$ cat src/rtl/multi_key_debouncer_pkg.sv
// multi_key_debouncer_pkg
//   Shared helpers for the multi-key debouncer. They convert a time in ns or us
//   into a clock-cycle count at a given clock frequency in MHz. The result is
//   clamped to at least one cycle.
package multi_key_debouncer_pkg;

    function automatic int unsigned cycles_from_ns(input int unsigned freq_mhz,
                                                   input int unsigned t_ns);
        int unsigned c;
        c = (freq_mhz * t_ns) / 1000;
        return (c == 0) ? 1 : c;
    endfunction

    function automatic int unsigned cycles_from_us(input int unsigned freq_mhz,
                                                   input int unsigned t_us);
        int unsigned c;
        c = freq_mhz * t_us;
        return (c == 0) ? 1 : c;
    endfunction

endpackage

$ cat src/rtl/multi_key_debouncer_channel.sv
// key_debounce_channel
//   Debouncer for a single key: two-flop synchroniser, glitch filter, hold
//   counter, and press / release / long-press strobes. All outputs are
//   registered.
// Ports:
//   clk_i          design clock
//   srst_n_i       synchronous reset, active-low
//   key_i          raw asynchronous key level
//   key_state_o    debounced pressed level (1 = pressed)
//   press_stb_o    one-cycle strobe on an accepted press
//   release_stb_o  one-cycle strobe on an accepted release
//   long_stb_o     one-cycle strobe once a press has lasted L_CYC cycles
module key_debounce_channel #(
    parameter int unsigned G_CYC          = 4,
    parameter int unsigned L_CYC          = 100,
    parameter bit          KEY_ACTIVE_LOW = 1'b1
) (
    input  logic clk_i,
    input  logic srst_n_i,
    input  logic key_i,
    output logic key_state_o,
    output logic press_stb_o,
    output logic release_stb_o,
    output logic long_stb_o
);

    localparam int unsigned GW = $clog2(G_CYC + 1);
    localparam int unsigned LW = $clog2(L_CYC + 1);
    localparam logic [GW-1:0] G_LAST = GW'(G_CYC - 1);
    localparam logic [LW-1:0] L_LAST = LW'(L_CYC - 1);
    localparam logic [LW-1:0] L_SAT  = LW'(L_CYC);
    // The synchroniser resets to the released level, so an idle key produces
    // no spurious press when reset is released.
    localparam logic IDLE_LVL = KEY_ACTIVE_LOW;

    logic          r_sync1;
    logic          r_sync2;
    logic          r_state;
    logic [GW-1:0] r_gcnt;
    logic [LW-1:0] r_hcnt;
    logic          r_press;
    logic          r_release;
    logic          r_long;
    logic          w_p;

    assign w_p = r_sync2 ^ KEY_ACTIVE_LOW;

    always_ff @(posedge clk_i) begin
        if (!srst_n_i) begin
            r_sync1   <= IDLE_LVL;
            r_sync2   <= IDLE_LVL;
            r_state   <= 1'b0;
            r_gcnt    <= '0;
            r_hcnt    <= '0;
            r_press   <= 1'b0;
            r_release <= 1'b0;
            r_long    <= 1'b0;
        end else begin
            r_sync1   <= key_i;
            r_sync2   <= r_sync1;
            r_press   <= 1'b0;
            r_release <= 1'b0;
            r_long    <= 1'b0;

            // Any bounce back to the current state restarts the count.
            if (w_p == r_state) begin
                r_gcnt <= '0;
            end else if (r_gcnt == G_LAST) begin
                r_state   <= w_p;
                r_gcnt    <= '0;
                r_press   <= w_p;
                r_release <= ~w_p;
            end else begin
                r_gcnt <= r_gcnt + GW'(1);
            end

            // The hold count parks at L_CYC after firing, so the strobe is one-shot.
            if (!r_state) begin
                r_hcnt <= '0;
            end else if (r_hcnt == L_LAST) begin
                r_hcnt <= L_SAT;
                r_long <= 1'b1;
            end else if (r_hcnt != L_SAT) begin
                r_hcnt <= r_hcnt + LW'(1);
            end
        end
    end

    assign key_state_o   = r_state;
    assign press_stb_o   = r_press;
    assign release_stb_o = r_release;
    assign long_stb_o    = r_long;

endmodule

$ cat src/rtl/multi_key_debouncer.sv
// multi_key_debouncer
//   Debounces N_CHANNELS independent keys in a single clock domain. This top
//   level derives the glitch and long-press cycle counts once. It then
//   instantiates one key_debounce_channel per key.
// Ports:
//   clk_i          design clock
//   srst_n_i       synchronous reset, active-low
//   key_i          raw asynchronous key inputs
//   key_state_o    debounced pressed levels (1 = pressed)
//   press_stb_o    one-cycle strobes on accepted presses
//   release_stb_o  one-cycle strobes on accepted releases
//   long_stb_o     one-cycle strobes when a press reaches LONG_PRESS_US
module multi_key_debouncer
    import multi_key_debouncer_pkg::*;
#(
    parameter int unsigned N_CHANNELS     = 4,
    parameter int unsigned CLK_FREQ_MHZ   = 200,
    parameter int unsigned GLITCH_TIME_NS = 20,
    parameter int unsigned LONG_PRESS_US  = 500000,
    parameter int unsigned KEY_ACTIVE_LOW = 1
) (
    input  logic                  clk_i,
    input  logic                  srst_n_i,
    input  logic [N_CHANNELS-1:0] key_i,
    output logic [N_CHANNELS-1:0] key_state_o,
    output logic [N_CHANNELS-1:0] press_stb_o,
    output logic [N_CHANNELS-1:0] release_stb_o,
    output logic [N_CHANNELS-1:0] long_stb_o
);

    localparam int unsigned G_CYC = cycles_from_ns(CLK_FREQ_MHZ, GLITCH_TIME_NS);
    localparam int unsigned L_CYC = cycles_from_us(CLK_FREQ_MHZ, LONG_PRESS_US);

    for (genvar gi = 0; gi < N_CHANNELS; gi++) begin : g_ch
        key_debounce_channel #(
            .G_CYC          (G_CYC),
            .L_CYC          (L_CYC),
            .KEY_ACTIVE_LOW (KEY_ACTIVE_LOW != 0)
        ) u_ch (
            .clk_i         (clk_i),
            .srst_n_i      (srst_n_i),
            .key_i         (key_i[gi]),
            .key_state_o   (key_state_o[gi]),
            .press_stb_o   (press_stb_o[gi]),
            .release_stb_o (release_stb_o[gi]),
            .long_stb_o    (long_stb_o[gi])
        );
    end

endmodule
$ cat config.mk
export PLATFORM = sky130hd
export DESIGN_NAME = multi_key_debouncer
export DESIGN_NICKNAME = d
export VERILOG_FILES = /design/src/rtl/multi_key_debouncer_pkg.sv /design/src/rtl/multi_key_debouncer_channel.sv /design/src/rtl/multi_key_debouncer.sv
export SDC_FILE = /design/constraint.sdc
export NUM_CORES = 1
export LEC_CHECK = 0
export CAP_MARGIN = 10
export CORE_UTILIZATION = 55
export CTS_BUF_LIST = sky130_fd_sc_hd__clkbuf_16
export DETAILED_ROUTE_END_ITERATION = 8
export PLACE_DENSITY = 0.75
export SLEW_MARGIN = 20
export SYNTH_ARGS = -nofsm -noshare
export SYNTH_HDL_FRONTEND = slang
export SYNTH_HIERARCHICAL = 1
export SYNTH_SLANG_ARGS = --single-unit
$ cat constraint.sdc
create_clock -name clk_i -period 4.14 [get_ports clk_i]
set_input_delay 1.242 -clock clk_i [delete_from_list [all_inputs] [get_ports clk_i]]
set_output_delay 1.242 -clock clk_i [all_outputs]
set_load 0.02 [all_outputs]
==> results_dict.tcl <==
set metrics [dict create \
    first_iter_violations 299 \
    via_per_inst 5.90 \
    setup_viol 0 \
    rsz0062_at_grt "false" \
    dr_wl_met2_um 6350 \
    crit_required_ns 4.49 \
    cts-resized-gates 0 \
    grt.overflow.total 0 \
    cellLeakagePower_nw 2.34 \
    r2r_cells 4 \
    finalHoldViolCount 0 \
    met3_wirelength_um 483 \
    dr_total_vias 5311 \
    die_h_um 111 \
    path_buf_inv 1 \
    status "finished with violations" \
    die_x_um 111 \
    synth.avg_cell_area_um2 9.00 \
    tightestPinTransition_ns 0.995 \
    netlist_area_um2 6560 \
    max_freq_mhz 338 \
    path_depth 4 \
    clk-insertion-delay-late_ns 0.42 \
    min_path_type "flop to flop" \
    post-cts-setup-buffers 0 \
    grt_max_degree 21 \
    start_util_pct 56.9 \
    synth.distinct_cells 60 \
    finClkSkew_ns 0.00659 \
    place_area_um2 6830 \
    endpoint_kind "flop" \
    cts.sinks 144 \
    routed_wl_um 13100 \
    fin_util_pct 63.8 \
    path_clk_slew_ns 0.06 \
    nets 766 \
    path_cells "clkdlybuf4s50_1 > nand2_1 > a21o_1 > a21oi_1" \
    ys.flop_type "dfxtp_1" \
    synth_edf_count 0 \
    cts_tree "yes" \
    p_total_mw 2.75 \
    io_buffers 21 \
    core_um2 11500 \
    ys_warn_count 6 \
    ir_drop_uv 322 \
    cts-buffers-inserted 17 \
    rows 39 \
    layout_common_cells "dfxtp_1 (144), nor2_1 (89), nand2_1 (54), nand3_1 (36), a21oi_1 (35)" \
    period_share_pct 71.5 \
    slew_headroom_pct 33.3 \
    maxCapViolations 0 \
    drive_gt1_share_pct 6.21 \
    drtAntennaViolNets 0 \
    critPathSlowestCell "clkdlybuf4s50_1" \
    clk_root_buffer_cell "clkbuf_16" \
    area_growth_pct 12.0 \
    grt_pass1_wl_um 22800 \
    nFillCells 959 \
    antenna_found_initial 0 \
    critical_path.max_fanout 20 \
    crit_start "srst_n_i" \
    wire_per_inst_um 14.5 \
    io_pins 22 \
    arrival_ns 3.31 \
    setup_tns_ns 0 \
    cp-endpoint "g_ch[3].u_ch/r_hcnt[2]$_SDFFE_PP0P_" \
    drc 2 \
    path_class "input port to flop" \
    cp-start-kind "input port" \
    synth_seq_area_share_pct 44.0 \
    holdBufCountCts 0 \
    grt_pass1_vias 5065 \
    drt-met1-wl_um 6050 \
    fp.dieArea_um2 12400 \
    multi_input_area_um2 3440 \
    cts_buffer_depth 2 \
    ff2ff_setup_slack_ns 1.50 \
    synthesis.nets 751 \
    crit_path_max_incr_delay_ns 0.92 \
    regToRegEndpoint "g_ch[1].u_ch/r_hcnt[6]$_SDFFE_PP0P_" \
    routabilityCongestion 0.799 \
    final_common_cell "dfxtp_1" \
    n_antenna_cell 0 \
    seqCellArea_um2 2880 \
    design_area_um2 7350 \
    routed.top_layer "met4" \
    cp_top_family "buffers and inverters" \
    r2r-start "g_ch[1].u_ch/r_hcnt[17]$_SDFFE_PP0P_" \
    post-route-min-period_ns 2.96 \
    synth_cells 729 \
    ys_ff_latch 144 \
    grt_usage_pct 22.6 \
    synthArstFlopShare_pct 0 \
    power-per-cell-area_nw_per_um2 374 \
    dpl.hpwl_um 9040 \
    violations "DRC" \
    htreeDepth 4 \
    first_pass_iters 9 \
    report.final.slew_viol_count 0 \
]
sequential cells by signal, indices dropped and copies added (netlist names):
name,flops
g_ch.u_ch/key_state_o,4
g_ch.u_ch/long_stb_o,4
g_ch.u_ch/press_stb_o,4
g_ch.u_ch/r_gcnt,12
g_ch.u_ch/r_hcnt,108
g_ch.u_ch/r_sync1,4
g_ch.u_ch/r_sync2,4
g_ch.u_ch/release_stb_o,4
area by class of cell:
| cell class | instances | share of cell area, % |
|---|---|---|
| multi-input cells | 530 | 46.8 |
| flip-flops and latches | 144 | 39.2 |
| clock buffers | 17 | 5.79 |
| repair buffers | 23 | 3.07 |
| well taps | 143 | 2.44 |
| inverters | 28 | 1.43 |
| clock inverters | 15 | 1.19 |
through the flow:
stage	hold slack, ns	std cells	setup WS [ns]
after floorplan	0.386	729	2.08
after detailed placement	0.408	868	0.753
after CTS	0.420	900	1.20
after global placement	0.402	868	0.838
after global routing	0.438	900	1.03
final	0.421	900	1.18
logic make-up after synthesis:
family	Yosys count	share of synthesized area [%]
AND/OR/NAND/NOR	345	29.5
AO/OA/AOI/OAI	107	11.6
XOR/XNOR	58	7.75
multiplexers	4	0.611
buffers and inverters	55	3.55
flip-flops	144	44.0
adder cells (fa/ha/maj)	16	3.05
worst min path at each step:
stage	cells past startpoint	slack, ns	end	start
after floorplan	1	0.39	g_ch[0].u_ch/r_sync2$_SDFF_PN1_	g_ch[0].u_ch/r_sync1$_SDFF_PN1_
after global placement	1	0.40	g_ch[0].u_ch/r_sync2$_SDFF_PN1_	g_ch[0].u_ch/r_sync1$_SDFF_PN1_
after detailed placement	1	0.41	g_ch[0].u_ch/r_sync2$_SDFF_PN1_	g_ch[0].u_ch/r_sync1$_SDFF_PN1_
after CTS	1	0.42	g_ch[0].u_ch/r_sync2$_SDFF_PN1_	g_ch[0].u_ch/r_sync1$_SDFF_PN1_
after global routing	1	0.44	g_ch[0].u_ch/r_gcnt[0]$_SDFF_PP0_	g_ch[0].u_ch/r_gcnt[0]$_SDFF_PP0_
final	1	0.42	g_ch[2].u_ch/r_sync2$_SDFF_PN1_	g_ch[2].u_ch/r_sync1$_SDFF_PN1_
cell usage after synthesis (5+ instances only):
master	number	share of area (%)
xnor2_1	26	3.5
inv_1	28	1.6
nand2_1	54	3.1
dfxtp_1	144	44
clkbuf_1	20	1.1
o21a_1	5	0.57
ha_1	16	3.1
nor3_1	8	0.61
and2_1	6	0.57
and3_1	5	0.48
a21oi_1	35	2.7
or4_1	23	2.6
a211oi_1	6	0.69
nand2b_1	16	1.5
o31ai_1	22	2.5
nand4_1	26	2.5
nor4_1	20	1.9
nand3_1	36	2.7
o21ai_0	6	0.46
and4_1	8	1.1
nand4b_1	5	0.67
nor2_1	89	5.1
xor2_1	32	4.3
or3_1	14	1.3
report_power, final:
part           internal, mW  switching [mW]
clock                 0.796           0.539
combinational       0.00959         0.00733
sequential             1.39         0.00279
total                  2.20           0.549
layer usage:
layer	vias to the layer above	global-route usage [%]
li1	2673	-
met1	2532	27.3
met2	89	37.4
met3	17	6.78
met4	0	9.73
met5	-	0
(Power assumes the default switching activity.)
